--- src/rtl/frodo_mem_pkg.sv ---
// Shared types for the coefficient-RAM port arbiter: owner encoding, requester id,
// read-tag record and default RAM geometry.
package frodo_mem_pkg;
  localparam int DEF_ADDR_WIDTH = 12;
  localparam int DEF_DATA_WIDTH = 64;
  localparam int NUM_REQ        = 2;

  typedef logic req_id_t;

  typedef enum logic [1:0] {OWN_NONE, OWN_R0, OWN_R1} owner_e;

  typedef struct packed {
    logic    vld;
    req_id_t id;
    logic    is_read;
  } rd_tag_t;

  function automatic owner_e id2owner(req_id_t id);
    return id ? OWN_R1 : OWN_R0;
  endfunction
endpackage

--- src/rtl/ram_port_arbiter_if.sv ---
// Requester-side and RAM-side bus of the coefficient-RAM arbiter.
// slave = arbiter view, master = requesters plus RAM.
interface ram_port_arbiter_if
  import frodo_mem_pkg::*;
#(
  parameter int ADDR_WIDTH = DEF_ADDR_WIDTH,
  parameter int DATA_WIDTH = DEF_DATA_WIDTH
);
  logic                  r0_req, r0_lock, r0_we_a, r0_we_b;
  logic [ADDR_WIDTH-1:0] r0_addr_a, r0_addr_b;
  logic [DATA_WIDTH-1:0] r0_wdata;
  logic                  r0_gnt, r0_rvalid;
  logic [DATA_WIDTH-1:0] r0_rdata_a, r0_rdata_b;

  logic                  r1_req, r1_lock, r1_we_a, r1_we_b;
  logic [ADDR_WIDTH-1:0] r1_addr_a, r1_addr_b;
  logic [DATA_WIDTH-1:0] r1_wdata;
  logic                  r1_gnt, r1_rvalid;
  logic [DATA_WIDTH-1:0] r1_rdata_a, r1_rdata_b;

  logic                  ram_wr_en_a, ram_wr_en_b;
  logic [ADDR_WIDTH-1:0] ram_addr_a, ram_addr_b;
  logic [DATA_WIDTH-1:0] ram_wdata;
  logic [DATA_WIDTH-1:0] ram_rdata_a, ram_rdata_b;

  modport slave (
    input  r0_req, r0_lock, r0_we_a, r0_we_b, r0_addr_a, r0_addr_b, r0_wdata,
    input  r1_req, r1_lock, r1_we_a, r1_we_b, r1_addr_a, r1_addr_b, r1_wdata,
    output r0_gnt, r0_rvalid, r0_rdata_a, r0_rdata_b,
    output r1_gnt, r1_rvalid, r1_rdata_a, r1_rdata_b,
    output ram_wr_en_a, ram_wr_en_b, ram_addr_a, ram_addr_b, ram_wdata,
    input  ram_rdata_a, ram_rdata_b
  );

  modport master (
    output r0_req, r0_lock, r0_we_a, r0_we_b, r0_addr_a, r0_addr_b, r0_wdata,
    output r1_req, r1_lock, r1_we_a, r1_we_b, r1_addr_a, r1_addr_b, r1_wdata,
    input  r0_gnt, r0_rvalid, r0_rdata_a, r0_rdata_b,
    input  r1_gnt, r1_rvalid, r1_rdata_a, r1_rdata_b,
    input  ram_wr_en_a, ram_wr_en_b, ram_addr_a, ram_addr_b, ram_wdata,
    output ram_rdata_a, ram_rdata_b
  );
endinterface

--- src/rtl/ram_port_arbiter_rd_tag_pipe.sv ---
// Two-deep read tag shift register; marks which requester owns the RAM read data
// arriving two cycles after its grant.
module rd_tag_pipe
  import frodo_mem_pkg::*;
(
  input  logic               clk,
  input  logic               rst,
  input  logic               i_vld,
  input  req_id_t            i_id,
  input  logic               i_is_read,
  output logic [NUM_REQ-1:0] o_rvalid
);
  rd_tag_t r_pipe [1:2];

  always_ff @(posedge clk or posedge rst) begin
    if (rst) begin
      r_pipe[1] <= '0;
      r_pipe[2] <= '0;
    end else begin
      r_pipe[1] <= '{vld: i_vld, id: i_id, is_read: i_is_read};
      r_pipe[2] <= r_pipe[1];
    end
  end

  always_comb begin
    o_rvalid = '0;
    if (r_pipe[2].vld && r_pipe[2].is_read) o_rvalid[r_pipe[2].id] = 1'b1;
  end
endmodule

--- src/rtl/ram_port_arbiter.sv ---
// Round-robin arbiter with bounded lock sharing one dual-port RAM between the
// control engine (r0) and the host load/store path (r1).
module ram_port_arbiter
  import frodo_mem_pkg::*;
#(
  parameter int ADDR_WIDTH = DEF_ADDR_WIDTH,
  parameter int DATA_WIDTH = DEF_DATA_WIDTH,
  parameter int MAX_HOLD   = 64
)(
  input logic               clk,
  input logic               rst,
  ram_port_arbiter_if.slave bus
);
  localparam int HW = $clog2(MAX_HOLD);

  owner_e                r_owner, w_owner_nxt;
  req_id_t               r_last, w_last_nxt, w_gnt_id, w_own_id;
  logic [HW-1:0]         r_hold_cnt, w_hold_nxt;
  logic [NUM_REQ-1:0]    w_req, w_rvalid;
  logic                  w_gnt_any, w_locked, w_force, w_sel_lock;
  logic                  w_sel_we_a, w_sel_we_b;
  logic [ADDR_WIDTH-1:0] w_sel_addr_a, w_sel_addr_b, r_addr_a, r_addr_b;
  logic [DATA_WIDTH-1:0] w_sel_wdata, r_wdata;
  logic                  r_wr_en_a, r_wr_en_b;

  assign w_req = {bus.r1_req, bus.r0_req};

  always_ff @(posedge clk or posedge rst) begin
    if (rst) begin
      r_owner    <= OWN_NONE;
      r_last     <= 1'b1;
      r_hold_cnt <= '0;
    end else begin
      r_owner    <= w_owner_nxt;
      r_last     <= w_last_nxt;
      r_hold_cnt <= w_hold_nxt;
    end
  end

  // An owner that drops req falls through to plain round-robin in the same cycle.
  always_comb begin
    w_own_id    = req_id_t'(r_owner == OWN_R1);
    w_locked    = (r_owner != OWN_NONE) && w_req[w_own_id];
    w_force     = w_locked && w_req[~w_own_id] && (r_hold_cnt == HW'(MAX_HOLD - 1));
    w_gnt_any   = |w_req;
    if (w_locked)           w_gnt_id = w_force ? ~w_own_id : w_own_id;
    else if (&w_req)        w_gnt_id = ~r_last;
    else                    w_gnt_id = w_req[1];
    w_sel_lock  = w_gnt_id ? bus.r1_lock : bus.r0_lock;
    w_owner_nxt = OWN_NONE;
    w_last_nxt  = r_last;
    w_hold_nxt  = '0;
    if (w_gnt_any) begin
      w_last_nxt = w_gnt_id;
      if (w_sel_lock) w_owner_nxt = id2owner(w_gnt_id);
      if (w_sel_lock && w_locked && !w_force && w_req[~w_gnt_id])
        w_hold_nxt = r_hold_cnt + HW'(1);
    end
  end

  always_comb begin
    bus.r0_gnt   = w_gnt_any && !w_gnt_id;
    bus.r1_gnt   = w_gnt_any &&  w_gnt_id;
    w_sel_we_a   = w_gnt_id ? bus.r1_we_a   : bus.r0_we_a;
    w_sel_we_b   = w_gnt_id ? bus.r1_we_b   : bus.r0_we_b;
    w_sel_addr_a = w_gnt_id ? bus.r1_addr_a : bus.r0_addr_a;
    w_sel_addr_b = w_gnt_id ? bus.r1_addr_b : bus.r0_addr_b;
    w_sel_wdata  = w_gnt_id ? bus.r1_wdata  : bus.r0_wdata;
  end

  // Idle cycles only drop the write enables; address/data keep their last value.
  always_ff @(posedge clk or posedge rst) begin
    if (rst) begin
      r_wr_en_a <= 1'b0;
      r_wr_en_b <= 1'b0;
      r_addr_a  <= '0;
      r_addr_b  <= '0;
      r_wdata   <= '0;
    end else if (w_gnt_any) begin
      r_wr_en_a <= w_sel_we_a;
      r_wr_en_b <= w_sel_we_b;
      r_addr_a  <= w_sel_addr_a;
      r_addr_b  <= w_sel_addr_b;
      r_wdata   <= w_sel_wdata;
    end else begin
      r_wr_en_a <= 1'b0;
      r_wr_en_b <= 1'b0;
    end
  end

  assign bus.ram_wr_en_a = r_wr_en_a;
  assign bus.ram_wr_en_b = r_wr_en_b;
  assign bus.ram_addr_a  = r_addr_a;
  assign bus.ram_addr_b  = r_addr_b;
  assign bus.ram_wdata   = r_wdata;

  rd_tag_pipe u_tag (
    .clk       (clk),
    .rst       (rst),
    .i_vld     (w_gnt_any),
    .i_id      (w_gnt_id),
    .i_is_read (!(w_sel_we_a && w_sel_we_b)),
    .o_rvalid  (w_rvalid)
  );

  assign bus.r0_rvalid  = w_rvalid[0];
  assign bus.r1_rvalid  = w_rvalid[1];
  assign bus.r0_rdata_a = w_rvalid[0] ? bus.ram_rdata_a : '0;
  assign bus.r0_rdata_b = w_rvalid[0] ? bus.ram_rdata_b : '0;
  assign bus.r1_rdata_a = w_rvalid[1] ? bus.ram_rdata_a : '0;
  assign bus.r1_rdata_b = w_rvalid[1] ? bus.ram_rdata_b : '0;
endmodule
--- src/flat_wrapper.sv ---
// flat-port wrapper written by rule: the top's interface ports become plain ports
module ram_port_arbiter_flat import frodo_mem_pkg::*;
#(
  parameter int ADDR_WIDTH = DEF_ADDR_WIDTH,
  parameter int DATA_WIDTH = DEF_DATA_WIDTH,
  parameter int MAX_HOLD   = 64
)
  (clk, rst, bus_r0_req, bus_r0_lock, bus_r0_we_a, bus_r0_we_b, bus_r0_addr_a, bus_r0_addr_b, bus_r0_wdata, bus_r1_req, bus_r1_lock, bus_r1_we_a, bus_r1_we_b, bus_r1_addr_a, bus_r1_addr_b, bus_r1_wdata, bus_r0_gnt, bus_r0_rvalid, bus_r0_rdata_a, bus_r0_rdata_b, bus_r1_gnt, bus_r1_rvalid, bus_r1_rdata_a, bus_r1_rdata_b, bus_ram_wr_en_a, bus_ram_wr_en_b, bus_ram_addr_a, bus_ram_addr_b, bus_ram_wdata, bus_ram_rdata_a, bus_ram_rdata_b);
  ram_port_arbiter_if #(.ADDR_WIDTH(ADDR_WIDTH), .DATA_WIDTH(DATA_WIDTH)) bus_i ();
  input logic clk;
  input logic rst;
  input wire logic [$bits(bus_i.r0_req)-1:0] bus_r0_req;
  input wire logic [$bits(bus_i.r0_lock)-1:0] bus_r0_lock;
  input wire logic [$bits(bus_i.r0_we_a)-1:0] bus_r0_we_a;
  input wire logic [$bits(bus_i.r0_we_b)-1:0] bus_r0_we_b;
  input wire logic [$bits(bus_i.r0_addr_a)-1:0] bus_r0_addr_a;
  input wire logic [$bits(bus_i.r0_addr_b)-1:0] bus_r0_addr_b;
  input wire logic [$bits(bus_i.r0_wdata)-1:0] bus_r0_wdata;
  input wire logic [$bits(bus_i.r1_req)-1:0] bus_r1_req;
  input wire logic [$bits(bus_i.r1_lock)-1:0] bus_r1_lock;
  input wire logic [$bits(bus_i.r1_we_a)-1:0] bus_r1_we_a;
  input wire logic [$bits(bus_i.r1_we_b)-1:0] bus_r1_we_b;
  input wire logic [$bits(bus_i.r1_addr_a)-1:0] bus_r1_addr_a;
  input wire logic [$bits(bus_i.r1_addr_b)-1:0] bus_r1_addr_b;
  input wire logic [$bits(bus_i.r1_wdata)-1:0] bus_r1_wdata;
  output wire logic [$bits(bus_i.r0_gnt)-1:0] bus_r0_gnt;
  output wire logic [$bits(bus_i.r0_rvalid)-1:0] bus_r0_rvalid;
  output wire logic [$bits(bus_i.r0_rdata_a)-1:0] bus_r0_rdata_a;
  output wire logic [$bits(bus_i.r0_rdata_b)-1:0] bus_r0_rdata_b;
  output wire logic [$bits(bus_i.r1_gnt)-1:0] bus_r1_gnt;
  output wire logic [$bits(bus_i.r1_rvalid)-1:0] bus_r1_rvalid;
  output wire logic [$bits(bus_i.r1_rdata_a)-1:0] bus_r1_rdata_a;
  output wire logic [$bits(bus_i.r1_rdata_b)-1:0] bus_r1_rdata_b;
  output wire logic [$bits(bus_i.ram_wr_en_a)-1:0] bus_ram_wr_en_a;
  output wire logic [$bits(bus_i.ram_wr_en_b)-1:0] bus_ram_wr_en_b;
  output wire logic [$bits(bus_i.ram_addr_a)-1:0] bus_ram_addr_a;
  output wire logic [$bits(bus_i.ram_addr_b)-1:0] bus_ram_addr_b;
  output wire logic [$bits(bus_i.ram_wdata)-1:0] bus_ram_wdata;
  input wire logic [$bits(bus_i.ram_rdata_a)-1:0] bus_ram_rdata_a;
  input wire logic [$bits(bus_i.ram_rdata_b)-1:0] bus_ram_rdata_b;
  assign bus_i.r0_req = bus_r0_req;
  assign bus_i.r0_lock = bus_r0_lock;
  assign bus_i.r0_we_a = bus_r0_we_a;
  assign bus_i.r0_we_b = bus_r0_we_b;
  assign bus_i.r0_addr_a = bus_r0_addr_a;
  assign bus_i.r0_addr_b = bus_r0_addr_b;
  assign bus_i.r0_wdata = bus_r0_wdata;
  assign bus_i.r1_req = bus_r1_req;
  assign bus_i.r1_lock = bus_r1_lock;
  assign bus_i.r1_we_a = bus_r1_we_a;
  assign bus_i.r1_we_b = bus_r1_we_b;
  assign bus_i.r1_addr_a = bus_r1_addr_a;
  assign bus_i.r1_addr_b = bus_r1_addr_b;
  assign bus_i.r1_wdata = bus_r1_wdata;
  assign bus_r0_gnt = bus_i.r0_gnt;
  assign bus_r0_rvalid = bus_i.r0_rvalid;
  assign bus_r0_rdata_a = bus_i.r0_rdata_a;
  assign bus_r0_rdata_b = bus_i.r0_rdata_b;
  assign bus_r1_gnt = bus_i.r1_gnt;
  assign bus_r1_rvalid = bus_i.r1_rvalid;
  assign bus_r1_rdata_a = bus_i.r1_rdata_a;
  assign bus_r1_rdata_b = bus_i.r1_rdata_b;
  assign bus_ram_wr_en_a = bus_i.ram_wr_en_a;
  assign bus_ram_wr_en_b = bus_i.ram_wr_en_b;
  assign bus_ram_addr_a = bus_i.ram_addr_a;
  assign bus_ram_addr_b = bus_i.ram_addr_b;
  assign bus_ram_wdata = bus_i.ram_wdata;
  assign bus_i.ram_rdata_a = bus_ram_rdata_a;
  assign bus_i.ram_rdata_b = bus_ram_rdata_b;
  ram_port_arbiter #(.ADDR_WIDTH(ADDR_WIDTH), .DATA_WIDTH(DATA_WIDTH), .MAX_HOLD(MAX_HOLD)) u_core (.clk(clk), .rst(rst), .bus(bus_i));
endmodule
--- config.mk ---
export PLATFORM = sky130hd
export DESIGN_NAME = ram_port_arbiter_flat
export DESIGN_NICKNAME = d
export VERILOG_FILES = /design/src/rtl/frodo_mem_pkg.sv /design/src/rtl/ram_port_arbiter_if.sv /design/src/rtl/ram_port_arbiter_rd_tag_pipe.sv /design/src/rtl/ram_port_arbiter.sv /design/src/flat_wrapper.sv
export SDC_FILE = /design/constraint.sdc
export NUM_CORES = 1
export LEC_CHECK = 0
export ABC_CLOCK_PERIOD_IN_PS = 9700
export BUFFER_PORTS_ARGS = -buffer_cell sky130_fd_sc_hd__buf_2
export CORE_AREA = 2 2 256 258
export CTS_CLUSTER_SIZE = 28
export DETAILED_ROUTE_END_ITERATION = 16
export DIE_AREA = 0 0 258 260
export PLACE_DENSITY = 0.3
export SLEW_MARGIN = 20
export SYNTH_ARGS = -nofsm -noshare
export SYNTH_HDL_FRONTEND = slang
export SYNTH_SLANG_ARGS = --single-unit
--- constraint.sdc ---
create_clock -name clk -period 9.7 [get_ports clk]
set_input_delay 1.94 -clock clk [delete_from_list [all_inputs] [get_ports clk]]
set_output_delay 1.94 -clock clk [all_outputs]
set_load 0.02 [all_outputs]
==> results.md, run 1 <==
* TNS Setup at 0 ns
* Placed Cells at roughly 2300
* Iteration-0 DRC Markers at 395
* Fill cells at 7443
* DP Wirelength at approximately 44000 µm
* Register bit total from synthesis at 105
* Switching pwr at just over 700 µW
* Overall Power at 1685 µW
* Rel. slew slack at 34.86%
* CTS tree: yes
* CP Data Arrival Time at 3.61 ns
* YS warnings at 0
* Drt pass-1 iters at 5
* Largest net degree at the start of global routing at 130
* CP max FO at 24
* Postcts setup bufs at 0
* Min cycle time layout at 5.548 ns
* Combinational power share at about 43%
* Startpoint Class: input port
* Synthesized area at approximately 7000 µm²
* GRT Residual Overflow at 0
* Critical path class: in2out
* Count of buffers from port buffering at 663
* CP required at 7.76 ns
* Final nets at 1765
* Flop pwr share at 32.2%
* IO Pins at between 600 and 700
* Avg Synthesized Cell Area at 8.350 µm²
* Clk Latency, worst-skew pair at 0.40 ns
* Worst slack, placed at 4.011 ns
* Pins Over Slew Limit at 0
* Max-cap viol count at 0
* Worst hold path type: reg2reg
* Mux contribution to synthesized area at less than 1%
* DRC viols at 0
* Reg area at 2629 µm²
* Sw Share at between 40 and 50%
* First-pass GRT wire length at between 60000 and 70000 µm
* Number of synthesized flops with an enable pin at 0
* DR vias at around 8700
* Reg clk slew, reported paths at 0.08 ns
* Drt via density at 3.736
* DRT antenna net count at 0
* P per Cell Area at 146.7 nW/µm²
* R2R setup slack at approximately 6.7 ns
* Final critical-path share of the clock period at 57.19%
* # setup viols final at 0
* Worst setup EP type: output pin
* Fin util at 17.92%
* FF-to-FF Start: u_core.r_hold_cnt[0]$_DFF_PP0_
* Cts hold-fix bufs at 0
* Simple-gate share of the synthesized area at 25.30%
* Leak pwr at approximately 0.0065 µW
* Synth Area in Adders at 0.1797%
* Main combinational cell family by area after synthesis: simple AND/OR/NAND/NOR gates
* Slew @ Worst Pin at between 0.9 and 1 ns
* Die H at ~260 µm
* Share of cells above drive strength 1 at 47.90%
* Clock sink total at around 110
* CP endpoint: bus_r0_gnt
* Sequential fraction of the synthesis area at 37.75%
* Core area at 64120 µm²
* Clock share of power at about a quarter
* Distinct cells, synth at 32
* Multi-input logic area at 3386 µm²
* Synth Net Count at 1149
* Ys async rst share at 100.0%
* Final setup margin at roughly 4.2 ns
* CTS H-tree lvls at 3
* Root buf cell: clkbuf_16
* Most frequent cells in the layout: 663 x buf_2, 257 x and2_1, 181 x inv_1
* Initial antenna violation count at 56
* Synth Flop Type: dfrtp_1
* Row count at slightly above 90
* Total die area at 67080 µm²
* Starting Density at between 10% and 20%
* Vias in the first global route at 8665
* Fin. Hold Viols at 0
* RSZ-0062 raised after global routing: false
* Leading cell type in the layout, fill and taps excluded: buf_2
* Max Freq at around 180 MHz
* CP Launch Point: bus_r0_req
* Status: completed
* Max VDD drop at 0.08668 mV
* Post-CTS resize count at 0
* DR WL/cell at ~23 µm
* Mapped Cells at 834
* Final std cells w/o fill at approximately 2300
* Die width at 258 µm
* Reg2Reg Depth at 6
* XOR/XNOR share of the synthesized area at 0.5031%
* Final Wtd Congestion at approximately 0.92
* Clock buffer depth at 2
* Int Pwr at 965.8 µW
* Final WL at 52530 µm
* RR Endpoint: u_core.bus.ram_addr_a[0]$_DFFE_PP0N_
* Skew final at 0.01326 ns
* Num CTS Buffers at 9
* Area delta synth->final at 64.98%
* Gr usage total at 14.88%
* Post-synthesis compound-gate area fraction at 21.99%
-- area by class of cell --
class / instances / share of cell area [%]
flip-flops and latches: 105 / 22.88
inverters: 182 / 5.968
well taps: 855 / 9.311
clock inverters: 5 / 0.5554
multi-input cells: 481 / 29.47
diodes: 6 / 0.1307
repair buffers: 671 / 29.58
clock buffers: 11 / 2.113
-- stage by stage --
step	instance area, µm²	hold WS, ns
2_1_floorplan	6964	0.3312
3_5_place_dp	11140	0.3347
3_3_place_gp	11140	0.3362
4_1_cts	11450	0.3537
5_1_grt	11480	0.3649
6_report	11490	0.3517
-- cell families (layout without fill, tap and decap cells) --
family	count (synthesis)	after routing
XOR/XNOR	4	4
buffers and inverters	248	869
multiplexers	1	1
flip-flops	105	105
adder cells (fa/ha/maj)	1	1
AND/OR/NAND/NOR	287	287
other	0	6
AO/OA/AOI/OAI	188	188
-- flip-flops by register name (all words and copies together) (netlist names) --
| name | count |
|---|---|
| u_core.bus.ram_wr_en_a | 1 |
| u_core.r_last | 1 |
| u_core.r_hold_cnt | 6 |
| u_core.bus.ram_wdata | 64 |
| u_core.bus.ram_addr_b | 12 |
| u_core.u_tag.r_pipe | 6 |
| u_core.r_owner | 2 |
| u_core.bus.ram_addr_a | 12 |
| u_core.bus.ram_wr_en_b | 1 |
-- metal layers --
metal	wire (µm)	GRT usage, %	up-vias
li1	-	-	3989
met1	17680	14.48	4012
met2	27910	27.93	502
met3	4433	5.156	131
met4	2399	7.306	18
met5	96	0	-
-- synthesized netlist by cell type, drive strengths merged, types with 3 or more instances --
cell / instances / share of area (%)
nand3: 6 / 0.50
nor2: 9 / 0.49
nand2: 6 / 0.32
nand4: 3 / 0.27
a22oi: 89 / 9.6
and2: 257 / 23
o221ai: 88 / 11
a21oi: 3 / 0.38
dfrtp: 104 / 37
buf: 22 / 1.9
inv: 182 / 9.8
clkbuf: 44 / 2.4
-- how the worst min path moves through the flow --
stage                                     startpoint                          endpoint  slack (ns)  depth (start not counted)
floorplan           u_core.u_tag.r_pipe[3]$_DFF_PP0_  u_core.u_tag.r_pipe[0]$_DFF_PP0_        0.33                          0
detailed placement  u_core.u_tag.r_pipe[4]$_DFF_PP0_  u_core.u_tag.r_pipe[1]$_DFF_PP0_        0.33                          0
global placement    u_core.u_tag.r_pipe[4]$_DFF_PP0_  u_core.u_tag.r_pipe[1]$_DFF_PP0_        0.34                          0
CTS                 u_core.u_tag.r_pipe[4]$_DFF_PP0_  u_core.u_tag.r_pipe[1]$_DFF_PP0_        0.35                          0
global route        u_core.u_tag.r_pipe[3]$_DFF_PP0_  u_core.u_tag.r_pipe[0]$_DFF_PP0_        0.36                          0
finish              u_core.u_tag.r_pipe[4]$_DFF_PP0_  u_core.u_tag.r_pipe[1]$_DFF_PP0_        0.35                          0
-- power groups by stage --
| stage | Combinational (µW) | Sequential, µW | Clock, µW |
|---|---|---|---|
| final | 731 | 542 | 412 |
| after global routing | 791 | 551 | 447 |
| after CTS | 746 | 543 | 434 |
| after detailed placement | 745 | 548 | 0 |
| after global placement | 743 | 551 | 0 |
| after floorplan | 335 | 622 | 0 |
-- worst max-delay path, cell delays in order --
cell	delay, ns
buf_2	0.14
nor2_4	0.61
inv_1	0.22
nand3_4	0.39
inv_1	0.12
buf_2	0.18
No activity file was read; power rests on OpenSTA's default activity.
==> run 2, diff against run 1 <==
--- a/config.mk
+++ b/config.mk
@@ -5,12 +5,12 @@
 export SDC_FILE = /design/constraint.sdc
 export NUM_CORES = 1
 export LEC_CHECK = 0
-export ABC_CLOCK_PERIOD_IN_PS = 9700
+export ABC_CLOCK_PERIOD_IN_PS = 4450
 export BUFFER_PORTS_ARGS = -buffer_cell sky130_fd_sc_hd__buf_2
-export CORE_AREA = 2 2 256 258
+export CORE_AREA = 2 2 262 264
 export CTS_CLUSTER_SIZE = 28
 export DETAILED_ROUTE_END_ITERATION = 16
-export DIE_AREA = 0 0 258 260
+export DIE_AREA = 0 0 264 266
 export PLACE_DENSITY = 0.3
 export SLEW_MARGIN = 20
 export SYNTH_ARGS = -nofsm -noshare
==> constraint.sdc (replaced) <==
create_clock -name clk -period 4.45 [get_ports clk]
set_input_delay 0.89 -clock clk [delete_from_list [all_inputs] [get_ports clk]]
set_output_delay 0.89 -clock clk [all_outputs]
set_load 0.02 [all_outputs]
==> run 2 against run 1 <==
  * Clock skew fell by 0.0010 ns
  * Sequential share of layout area fell by 0.25 points
  * Final area rose by 1.1%
==> results.md, run 2 (synthesis results as in run 1) <==
* Status: completed (unchanged)
* CTS H-tree lvls at 3 (unchanged)
* Final Wtd Congestion at 0.8529 (was 0.9166)
* Starting Density at 10.28% (was 10.86%)
* Fin. Hold Viols at 0 (unchanged)
* Final WL at 52880 µm (was 52530 µm)
* Root buf cell: clkbuf_16 (unchanged)
* Max Freq at 302.9 MHz
* Count of buffers from port buffering at 663 (unchanged)
* Hold_ws at 0.3503 ns (was 0.3517 ns)
* Clock buffer depth at 2 (unchanged)
* Startpoint Class: register (was input port)
* Skew final at 0.01225 ns (was 0.01326 ns)
* Initial antenna violation count at 56 (unchanged)
* Share of cells above drive strength 1 at 48.12% (was 47.90%)
* Die width at 264 µm (was 258 µm)
* DRC viols at 0 (unchanged)
* Worst hold path type: reg2reg (unchanged)
* Max VDD drop at 0.2167 mV (was 0.08668 mV)
* Vias in the first global route at 8436 (was 8665)
* Fin util at 17.15% (was 17.92%)
* Max FFs per register at 64 (unchanged)
* First-pass GRT wire length at 69780 µm (was 69350 µm)
* Iteration-0 DRC Markers at 434 (was 395)
* Final std cells w/o fill at 2353 (was 2316)
* Num CTS Buffers at 9 (unchanged)
* Clock sink total at 105 (unchanged)
* Sw Share at 41.84% (was 42.69%)
* Overall Power at 3724 µW (was 1685 µW)
* Rel. slew slack at 40.97% (was 34.86%)
* Combinational power share at 42.8% (was 43.4%)
* Slew @ Worst Pin at 0.8834 ns (was 0.9771 ns)
* DP Wirelength at 44260 µm (was 43640 µm)
* Flop pwr share at 31.7% (was 32.2%)
* Clk Latency, worst-skew pair at 0.39 ns (was 0.40 ns)
* Gr usage total at 14.39% (was 14.88%)
* Core area at 67750 µm² (was 64120 µm²)
* Switching pwr at 1558 µW (was 719.5 µW)
* IO Pins at 664 (unchanged)
* Min cycle time layout at around 3.3 ns
* CP Data Arrival Time at 2.41 ns (was 3.61 ns)
* CP max-delay cell: dfrtp_1 (was nor2_4)
* Placed Cells at 2324 (was 2293)
* Largest net degree at the start of global routing at 130 (unchanged)
* Drt via density at 3.666 (was 3.736)
* TNS Setup at 0 ns (unchanged)
* Worst-path cell chain: ha_1, nand3_1, o211ai_2, nand3_4, inv_1, buf_2 (was buf_2, nor2_4, inv_1, nand3_4, inv_1, buf_2)
* Reg clk slew, reported paths at 0.07 ns (was 0.08 ns)
* DR vias at 8627 (was 8652)
* Buf/Inv on CP at 2 (was 4)
* Die H at 266 µm (was 260 µm)
* Int Pwr at 2166 µW (was 965.8 µW)
* Row count at 96 (was 93)
* DR WL/cell at 22.47 µm (was 22.68 µm)
* Postcts setup bufs at 0 (unchanged)
* # setup viols final at 0 (unchanged)
* Crit path largest cell delay at 0.39 ns (was 0.61 ns)
* Leading cell type in the layout, fill and taps excluded: buf_2 (unchanged)
* Pins Over Slew Limit at 0 (unchanged)
* P per Cell Area at 320.6 nW/µm² (was 146.7 nW/µm²)
* Final critical-path share of the clock period at between 70% and 80%
* Post-CTS resize count at 0 (unchanged)
* Cell family with most CP delay: simple AND/OR/NAND/NOR gates (unchanged)
* RSZ-0062 raised after global routing: false (unchanged)
* GRT Residual Overflow at 0 (unchanged)
* Critical path class: reg2out (was in2out)
* Drt pass-1 iters at 4 (was 5)
* R2R setup slack at 2.06 ns (was 6.66 ns)
* Worst setup EP type: output pin (unchanged)
* Clock share of power at 25.5% (was 24.4%)
* Leak pwr at 0.006532 µW (was 0.006497 µW)
* CP required at 3.56 ns (was 7.76 ns)
* Most frequent cells in the layout: 663 x buf_2, 257 x and2_1, 181 x inv_1 (unchanged)
* Cts hold-fix bufs at 0 (unchanged)
* Area delta synth->final at 66.80% (was 64.98%)
* DRT antenna net count at 0 (unchanged)
* Total die area at 70220 µm² (was 67080 µm²)
* CTS tree: yes (unchanged)
* Final nets at 1769 (was 1765)
* CP max FO at 24 (unchanged)
* Max-cap viol count at 0 (unchanged)
-- run 2: metrics by stage --
step	instance area [µm²]	setup slack [ns]
2_1_floorplan	6964	0.8011
3_3_place_gp	11230	1.123
3_5_place_dp	11230	1.106
4_1_cts	11560	1.052
5_1_grt	11600	0.9120
6_report	11620	1.149
-- run 2: worst paths after layout --
path / from / endpoint / cells after the start
max in group asynchronous: rst / u_core.r_last$_DFFE_PP1N_ / 3
setup reg to reg: u_core.r_owner[0]$_DFF_PP0_ / u_core.bus.ram_addr_b[0]$_DFFE_PP0N_ / 5
hold reg to reg: u_core.u_tag.r_pipe[4]$_DFF_PP0_ / u_core.u_tag.r_pipe[1]$_DFF_PP0_ / 0
min in group asynchronous: rst / u_core.bus.ram_wdata[28]$_DFFE_PP0N_ / 2
hold / removal: u_core.u_tag.r_pipe[4]$_DFF_PP0_ / u_core.u_tag.r_pipe[1]$_DFF_PP0_ / 0
setup / recovery: u_core.r_hold_cnt[0]$_DFF_PP0_ / bus_r0_gnt / 6
-- run 2: power by group through the flow --
stage / logic (µW) / registers, µW / clock network, µW
2_1_floorplan: 729 / 1360 / 0
3_3_place_gp: 1620 / 1200 / 0
6_report: 1600 / 1180 / 950
4_1_cts: 1620 / 1180 / 1010
5_1_grt: 1720 / 1200 / 1030
3_5_place_dp: 1620 / 1190 / 0
-- run 2: metal layers --
metal / wire [µm] / global-route usage [%] / up-vias
li1: - / - / 4002
met4: 2011 / 5.943 / 14
met1: 17020 / 13.15 / 4021
met2: 30020 / 29.16 / 472
met3: 3732 / 4.224 / 118
met5: 93 / 0 / -
-- run 2: final cells by class --
| class | count | area (µm²) |
|---|---|---|
| Tap cell | 882 | 1104 |
| Timing Repair Buffer | 675 | 3453 |
| Inverter | 182 | 685.7 |
| Multi-Input combinational cell | 481 | 3386 |
| Clock inverter | 6 | 90.09 |
| Clock buffer | 10 | 239.0 |
| Sequential cell | 105 | 2629 |
| Antenna cell | 12 | 30.03 |
| Fill cell | 7847 | 56130 |
-- run 2: worst register-to-register path, delay by kind of cell (launching register included) --
kind | cells | cell delay, ns
compound gates | 3 | 0.91
simple gates | 1 | 0.34
flops | 1 | 0.47
buf+inv | 1 | 0.53
